[src/rtl/step_sequencer_pkg.sv]
// Shared types and helpers for the step sequencer.
package step_seq_pkg;

   // Sequencer control states
   typedef enum logic {
      IDLE = 1'b0,
      RUN  = 1'b1
   } state_t;

   // Clamp a requested last-step index to the highest step that exists.
   function automatic int unsigned sat_last(input int unsigned last, input int unsigned steps);
      int unsigned top;
      top = steps - 32'd1;
      if (last > top) begin
         return top;
      end else begin
         return last;
      end
   endfunction

endpackage

[src/rtl/step_sequencer_if.sv]
// Control/status bundle between the control unit and the step sequencer.
interface step_sequencer_if #(
   parameter int STEPS = 4
);
   localparam int W = $clog2(STEPS);

   logic             Run;
   logic             Hold;
   logic             Done;
   logic [W-1:0]     Last;
   logic [W-1:0]     CNT;
   logic [STEPS-1:0] T;
   logic             Busy;
   logic             Wrap;

   modport master (
      output Run, Hold, Done, Last,
      input  CNT, T, Busy, Wrap
   );

   modport slave (
      input  Run, Hold, Done, Last,
      output CNT, T, Busy, Wrap
   );
endinterface

[src/rtl/step_sequencer_onehot_decode.sv]
// One-hot decode of a step index; indices at or above N light no bit.
module onehot_decode #(
   parameter int N = 4,
   parameter int W = $clog2(N)
) (
   input  logic [W-1:0] idx_i,
   output logic [N-1:0] onehot_o
);

   // Compare the index against every legal position
   always_comb begin
      onehot_o = '0;
      for (int i = 0; i < N; i++) begin
         onehot_o[i] = (idx_i == W'(i));
      end
   end

endmodule

[src/rtl/step_sequencer.sv]
// Timestep generator: sequences T0..T(Lim) per instruction with stall,
// early finish and a completion pulse. State advances on the falling edge.
module step_sequencer
   import step_seq_pkg::*;
#(
   parameter int STEPS = 4
) (
   input logic             CLKb,
   input logic             CLR,
   step_sequencer_if.slave bus
);

   localparam int W = $clog2(STEPS);
   localparam logic [W-1:0] LIM_MAX = W'(STEPS - 1);

   state_t       state_q, state_d;
   logic [W-1:0] cnt_q, cnt_d;
   logic [W-1:0] lim_q, lim_d;
   logic         wrap_q, wrap_d;
   logic [W-1:0] last_sat_s;
   logic         end_of_instr_s;

   // Clamp the requested last step so Lim (and therefore CNT) stays in range
   always_comb begin
      last_sat_s = W'(sat_last(32'(bus.Last), STEPS));
   end

   // Next-state logic; Hold outranks Done, Done/limit end an instruction
   always_comb begin
      state_d        = state_q;
      cnt_d          = cnt_q;
      lim_d          = lim_q;
      wrap_d         = 1'b0;
      end_of_instr_s = bus.Done || (cnt_q == lim_q);
      case (state_q)
         IDLE: begin
            if (!bus.Hold && bus.Run) begin
               state_d = RUN;
               lim_d   = last_sat_s;
            end else begin
               state_d = IDLE;
            end
         end
         RUN: begin
            if (bus.Hold) begin
               wrap_d = 1'b0;
            end else if (end_of_instr_s) begin
               cnt_d  = '0;
               wrap_d = 1'b1;
               if (bus.Run) begin
                  lim_d = last_sat_s;
               end else begin
                  state_d = IDLE;
               end
            end else begin
               cnt_d = cnt_q + W'(1'b1);
            end
         end
         default: begin
            state_d = IDLE;
            cnt_d   = '0;
            lim_d   = LIM_MAX;
         end
      endcase
   end

   // Falling-edge state registers with asynchronous clear
   always_ff @(negedge CLKb or posedge CLR) begin
      if (CLR) begin
         state_q <= IDLE;
         cnt_q   <= '0;
         lim_q   <= LIM_MAX;
         wrap_q  <= 1'b0;
      end else begin
         state_q <= state_d;
         cnt_q   <= cnt_d;
         lim_q   <= lim_d;
         wrap_q  <= wrap_d;
      end
   end

   onehot_decode #(.N(STEPS), .W(W)) u_decode (
      .idx_i    (cnt_q),
      .onehot_o (bus.T)
   );

   assign bus.CNT  = cnt_q;
   assign bus.Busy = (state_q == RUN);
   assign bus.Wrap = wrap_q;

endmodule

[src/flat_wrapper.sv]
// flat-port wrapper written by rule: the top's interface ports become plain ports
module step_sequencer_flat import step_seq_pkg::*;
#(
   parameter int STEPS = 4
)
  (CLKb, CLR, bus_Run, bus_Hold, bus_Done, bus_Last, bus_CNT, bus_T, bus_Busy, bus_Wrap);
  step_sequencer_if #(.STEPS(STEPS)) bus_i ();
  input logic CLKb;
  input logic CLR;
  input wire logic [$bits(bus_i.Run)-1:0] bus_Run;
  input wire logic [$bits(bus_i.Hold)-1:0] bus_Hold;
  input wire logic [$bits(bus_i.Done)-1:0] bus_Done;
  input wire logic [$bits(bus_i.Last)-1:0] bus_Last;
  output wire logic [$bits(bus_i.CNT)-1:0] bus_CNT;
  output wire logic [$bits(bus_i.T)-1:0] bus_T;
  output wire logic [$bits(bus_i.Busy)-1:0] bus_Busy;
  output wire logic [$bits(bus_i.Wrap)-1:0] bus_Wrap;
  assign bus_i.Run = bus_Run;
  assign bus_i.Hold = bus_Hold;
  assign bus_i.Done = bus_Done;
  assign bus_i.Last = bus_Last;
  assign bus_CNT = bus_i.CNT;
  assign bus_T = bus_i.T;
  assign bus_Busy = bus_i.Busy;
  assign bus_Wrap = bus_i.Wrap;
  step_sequencer #(.STEPS(STEPS)) u_core (.CLKb(CLKb), .CLR(CLR), .bus(bus_i));
endmodule
[config.mk]
export PLATFORM = sky130hd
export DESIGN_NAME = step_sequencer_flat
export DESIGN_NICKNAME = d
export VERILOG_FILES = /design/src/rtl/step_sequencer_pkg.sv /design/src/rtl/step_sequencer_if.sv /design/src/rtl/step_sequencer_onehot_decode.sv /design/src/rtl/step_sequencer.sv /design/src/flat_wrapper.sv
export SDC_FILE = /design/constraint.sdc
export NUM_CORES = 1
export LEC_CHECK = 0
export CORE_AREA = 10 10 47 49
export CTS_CLUSTER_SIZE = 24
export DETAILED_ROUTE_END_ITERATION = 12
export DIE_AREA = 0 0 57 59
export GPL_TIMING_DRIVEN = 0
export SYNTH_ARGS = -nofsm -noshare
export SYNTH_HDL_FRONTEND = slang
export SYNTH_SLANG_ARGS = --single-unit
[constraint.sdc]
create_clock -name CLKb -period 2.35 [get_ports CLKb]
set_clock_uncertainty 0.15 [all_clocks]
set_input_delay 0.3525 -clock CLKb [delete_from_list [all_inputs] [get_ports CLKb]]
set_output_delay 0.3525 -clock CLKb [all_outputs]
set_load 0.005 [all_outputs]
==> results.md <==
Synth:
- In this run, synthesis produced a sequential element count of 6.
- The number of distinct standard cells referenced by the synthesized netlist is 19.
- The library cell with the largest summed area after synthesis is sky130_fd_sc_hd__dfrtn_1.
- The synthesis warning total is 0.
- The number of nets handed over by synthesis was 55.
- The summed instance area of the synthesized netlist is 422.9 sq um.
- Yosys attributes the largest share of cell area to sky130_fd_sc_hd__dfrtn_1 (24%), sky130_fd_sc_hd__dfstp_2 (12%), sky130_fd_sc_hd__ha_1 (12%).
- The share of the yosys chip area belonging to registers is 36.09%.
- The share of synthesized area in the top cell type comes to around a quarter.
- Each instance of the synthesized netlist takes up on average 9.612 sq um.
- The cell count after synthesis came out at 44.

STA:
- The count of endpoints failing hold in the final timing report is 0.
- The final-layout setup total negative slack is -2.696 ns.
- The number of max-slew violations in the final report is 0.
- Across all setup checks in the final design, the least slack found is -0.4874 ns.
- The total setup violations reported at the end of the flow is 8.
- Setup repair after global routing could not meet its margin everywhere.
- The worst slew slack as a fraction of its limit is 70.97%.
- The slew at the pin closest to its max-slew limit is 0.4324 ns.

Clock network:
- In this run the number of H-tree levels came out at 1.
- TritonCTS built the clock tree.
- After clock tree synthesis, the flow added hold-fix buffers numbering 0.
- The number of buffers created by CTS is 3.
- The count of clock tree sinks is 6.
- The later-pin clock latency in the skew report is 0.30 ns.
- The clock-pin slew of the registers on the worst-case setup and hold paths is 0.04 ns.
- The cell sitting at the root of the clock tree is a sky130_fd_sc_hd__clkbuf_4.
- In this run the deepest clock path goes through 2 buffers.

Worst setup path:
- The number of buffers and inverters on the critical path is 3.
- Counting cells, the worst reg-to-reg path comes to 5.
- The library cell appearing most often on the critical path is sky130_fd_sc_hd__buf_6.
- For this run, the slowest stage of the critical path takes ~0.48 ns.
- The worst setup path is captured at an output pin.
- In this design, the largest share of critical-path delay is due to flip-flops.
- For flop-to-flop paths, the worst setup slack is 0.62 ns.
- STA classifies the critical path startpoint as a flip-flop.
- The worst setup path is of the reg -> out kind.
- The worst register-to-register path ends at u_core.bus.CNT[0]$_DFFE_NP0P_.
- The worst-path maximum fanout is 3.
- The critical path crosses 4 cells after its start point.
- The signal on the critical path passes through buf_6 -> inv_6 -> ha_4 -> buf_6.
- The worst register-to-register path begins at u_core.bus.CNT[0]$_DFFE_NP0P_.
- Data on the critical path is required at its endpoint by between 1.5 and 2 ns.
- The worst-path cell with the longest stage delay is sky130_fd_sc_hd__dfrtn_1.
- The data arrival time of the critical path is 2.33 ns.

Cells and area:
- Of the cells placed in the final design, the portion with a size suffix greater than 1 is 50.67%.
- The commonest non-fill, non-tap cell in the layout is sky130_fd_sc_hd__buf_6.
- The final layout contains 87 nets.
- The repair_antennas step left the layout with diodes totalling 0.
- The top cell types in the final layout, fill and taps aside, are sky130_fd_sc_hd__buf_6 (11), sky130_fd_sc_hd__buf_4 (7).
- Relative to the synthesized area, the layout overhead comes to 92.90%.
- The final cell count without fillers is slightly above 90.

Global route:
- The pin count of the biggest net entering global routing is 9.
- In this run the most used layer during global routing was met2.
- For met1 alone, demand over resource in global routing was 7.775%.
- The total congestion overflow is 0.
- The first-pass GRT wire length is 2.021 mm.
- The number of global-route vias before repair is 429.
- The global router's overall resource usage is 7.539%.
- The initial antenna violation count is 0.
- The global routing usage on met2 is 13.64%.
- The met3 capacity usage during global routing is 3.219%.

Detailed routing:
- For this run, design rule violations remaining after detail routing come to 0.
- The via count is 449.
- In this run the remaining antenna-violating nets after routing total 0.
- The wire length per cell after detailed routing is 14.10 microns.
- The starting DRC count in detailed routing is 10.
- The first detailed-routing pass ran for 4 iterations.
- After detailed routing, the total wire length is between 1 and 1.5 mm.
- The post-detailed-route via-to-cell ratio is just under 5.

Outcome:
- The run finished, with violations left.
- The final reports fail on negative setup slack.

Placed design:
- The number of buffer cells added on primary ports is 14.
- The cell total after placement is 74.
- Detailed placement ended at an HPWL of 794.8 microns.
- The routability-driven placement congestion ratio is 0.6840.

Worst hold path:
- The worst hold path was traced through 3 stages.
- The source of the worst hold timing path is u_core.lim_q[0]$_DFFE_NP1P_.
- The path class of the lowest-slack min-delay path is reg -> reg.
- The capture endpoint of the worst hold path is u_core.lim_q[0]$_DFFE_NP1P_.

Floorplan:
- After floorplanning, the core was sized to cover 1401 sq um.
- During I/O placement, the number of pins put on the boundary was 15.
- Measured along the x axis, the die boundary spans approximately 57 microns.
- Row generation in the floorplan step produced 14 rows.
- The die is between 50 and 60 microns tall.
- The floorplan step defined a die boundary enclosing 3363 sq um.
- The initial utilization of the core area, before any placement, comes to between 30% and 40%.

Flow run:
- The max capacitance violation total is 0.

Power and ir drop:
- The power density relative to cell area is 1143 nW/um^2.
- The analysis attributes to cell leakage a power of 0.3807 nW.
- Across the VDD grid, the largest voltage drop is 0.7105 mV.
==> worst max path at each step <==
stage	to	startpoint	slack (ns)
floorplan	bus_T[0]	u_core.bus.CNT[0]$_DFFE_NP0P_	-0.07
global placement	bus_T[2]	u_core.bus.CNT[0]$_DFFE_NP0P_	-0.57
detailed placement	bus_T[2]	u_core.bus.CNT[0]$_DFFE_NP0P_	-0.56
CTS	bus_T[2]	u_core.bus.CNT[0]$_DFFE_NP0P_	-0.46
global route	bus_T[2]	u_core.bus.CNT[0]$_DFFE_NP0P_	-0.52
finish	bus_T[2]	u_core.bus.CNT[0]$_DFFE_NP0P_	-0.49
==> cell families after synthesis <==
logic type	Yosys count	share of synthesized area, %
AOI/OAI and AO/OA	8	14.20
xor gates and xnor gates	2	4.143
adders and majority gates	4	11.83
buffers and inverters	5	4.438
DFF	6	36.10
and+or+nand+nor	19	29.29
==> registers in the layout (all words and copies together) (netlist names) <==
signal	cells
u_core.bus.Busy	1
u_core.lim_q	2
u_core.bus.CNT	2
u_core.bus.Wrap	1
==> what timing repair did <==
action | in CTS | in global routing
cloned | 0 | 0
resized for setup | 62 | 4
endpoints found under the setup margin | 14 | 8
pin swaps | 6 | 0
endpoints found under the hold margin | 0 | 0
setup buffers | 11 | 2
==> final cells by class <==
class | count | area, sq um
multi-input cells | 33 | 344.1
flip-flops and latches | 6 | 152.6
well taps | 16 | 20.02
clock inverters | 2 | 7.507
repair buffers | 26 | 242.7
fillers | 121 | 585.6
clock buffers | 4 | 26.28
inverters | 4 | 22.52
==> through the flow <==
step	setup slack [ns]	power (mW)	utilization, %	cell area, sq um	hold WS [ns]
after global placement	-0.5708	0.5706	42.14	590.6	0.4366
after global routing	-0.5216	1.008	58.21	815.8	0.4924
after floorplan	-0.07476	0.4061	-	430.4	0.3989
after detailed placement	-0.5569	0.5734	42.14	590.6	0.4389
after CTS	-0.4615	0.8956	56.61	793.3	0.4290
final	-0.4874	0.9327	58.21	815.8	0.4673
==> cells in the mapped netlist <==
cell                       n
sky130_fd_sc_hd__xnor2_1   2
sky130_fd_sc_hd__o31ai_2   1
sky130_fd_sc_hd__dfstp_2   2
sky130_fd_sc_hd__nand3b_1  2
sky130_fd_sc_hd__o21ai_0   1
sky130_fd_sc_hd__and4b_1   2
sky130_fd_sc_hd__nor2b_1   2
sky130_fd_sc_hd__nand4_1   2
sky130_fd_sc_hd__nand2_1   2
sky130_fd_sc_hd__nand3_1   2
sky130_fd_sc_hd__a21oi_1   1
sky130_fd_sc_hd__nand2b_1  3
sky130_fd_sc_hd__ha_1      4
sky130_fd_sc_hd__dfrtn_1   4
sky130_fd_sc_hd__nor4bb_1  2
sky130_fd_sc_hd__a211oi_1  2
sky130_fd_sc_hd__nor2_1    2
sky130_fd_sc_hd__a21o_1    3
sky130_fd_sc_hd__inv_1     5
==> tightest hold or removal path, cell delays in order (launching register included) <==
cell,delay [ns]
sky130_fd_sc_hd__dfstp_2,0.38
sky130_fd_sc_hd__nand3b_1,0.08
sky130_fd_sc_hd__a21o_1,0.08
sky130_fd_sc_hd__nand3_1,0.07
==> per-layer routing <==
layer	share of wire, %	wire [microns]
met5	0	0
met1	40	512
met4	0	0
met2	58	744
met3	2.1	27
==> power by group <==
part / switching [mW] / total, mW / internal, mW
clock: 0.0447 / 0.114 / 0.0690
sequential: 0.0444 / 0.207 / 0.162
combinational: 0.270 / 0.612 / 0.343
(Power assumes the default switching activity.)
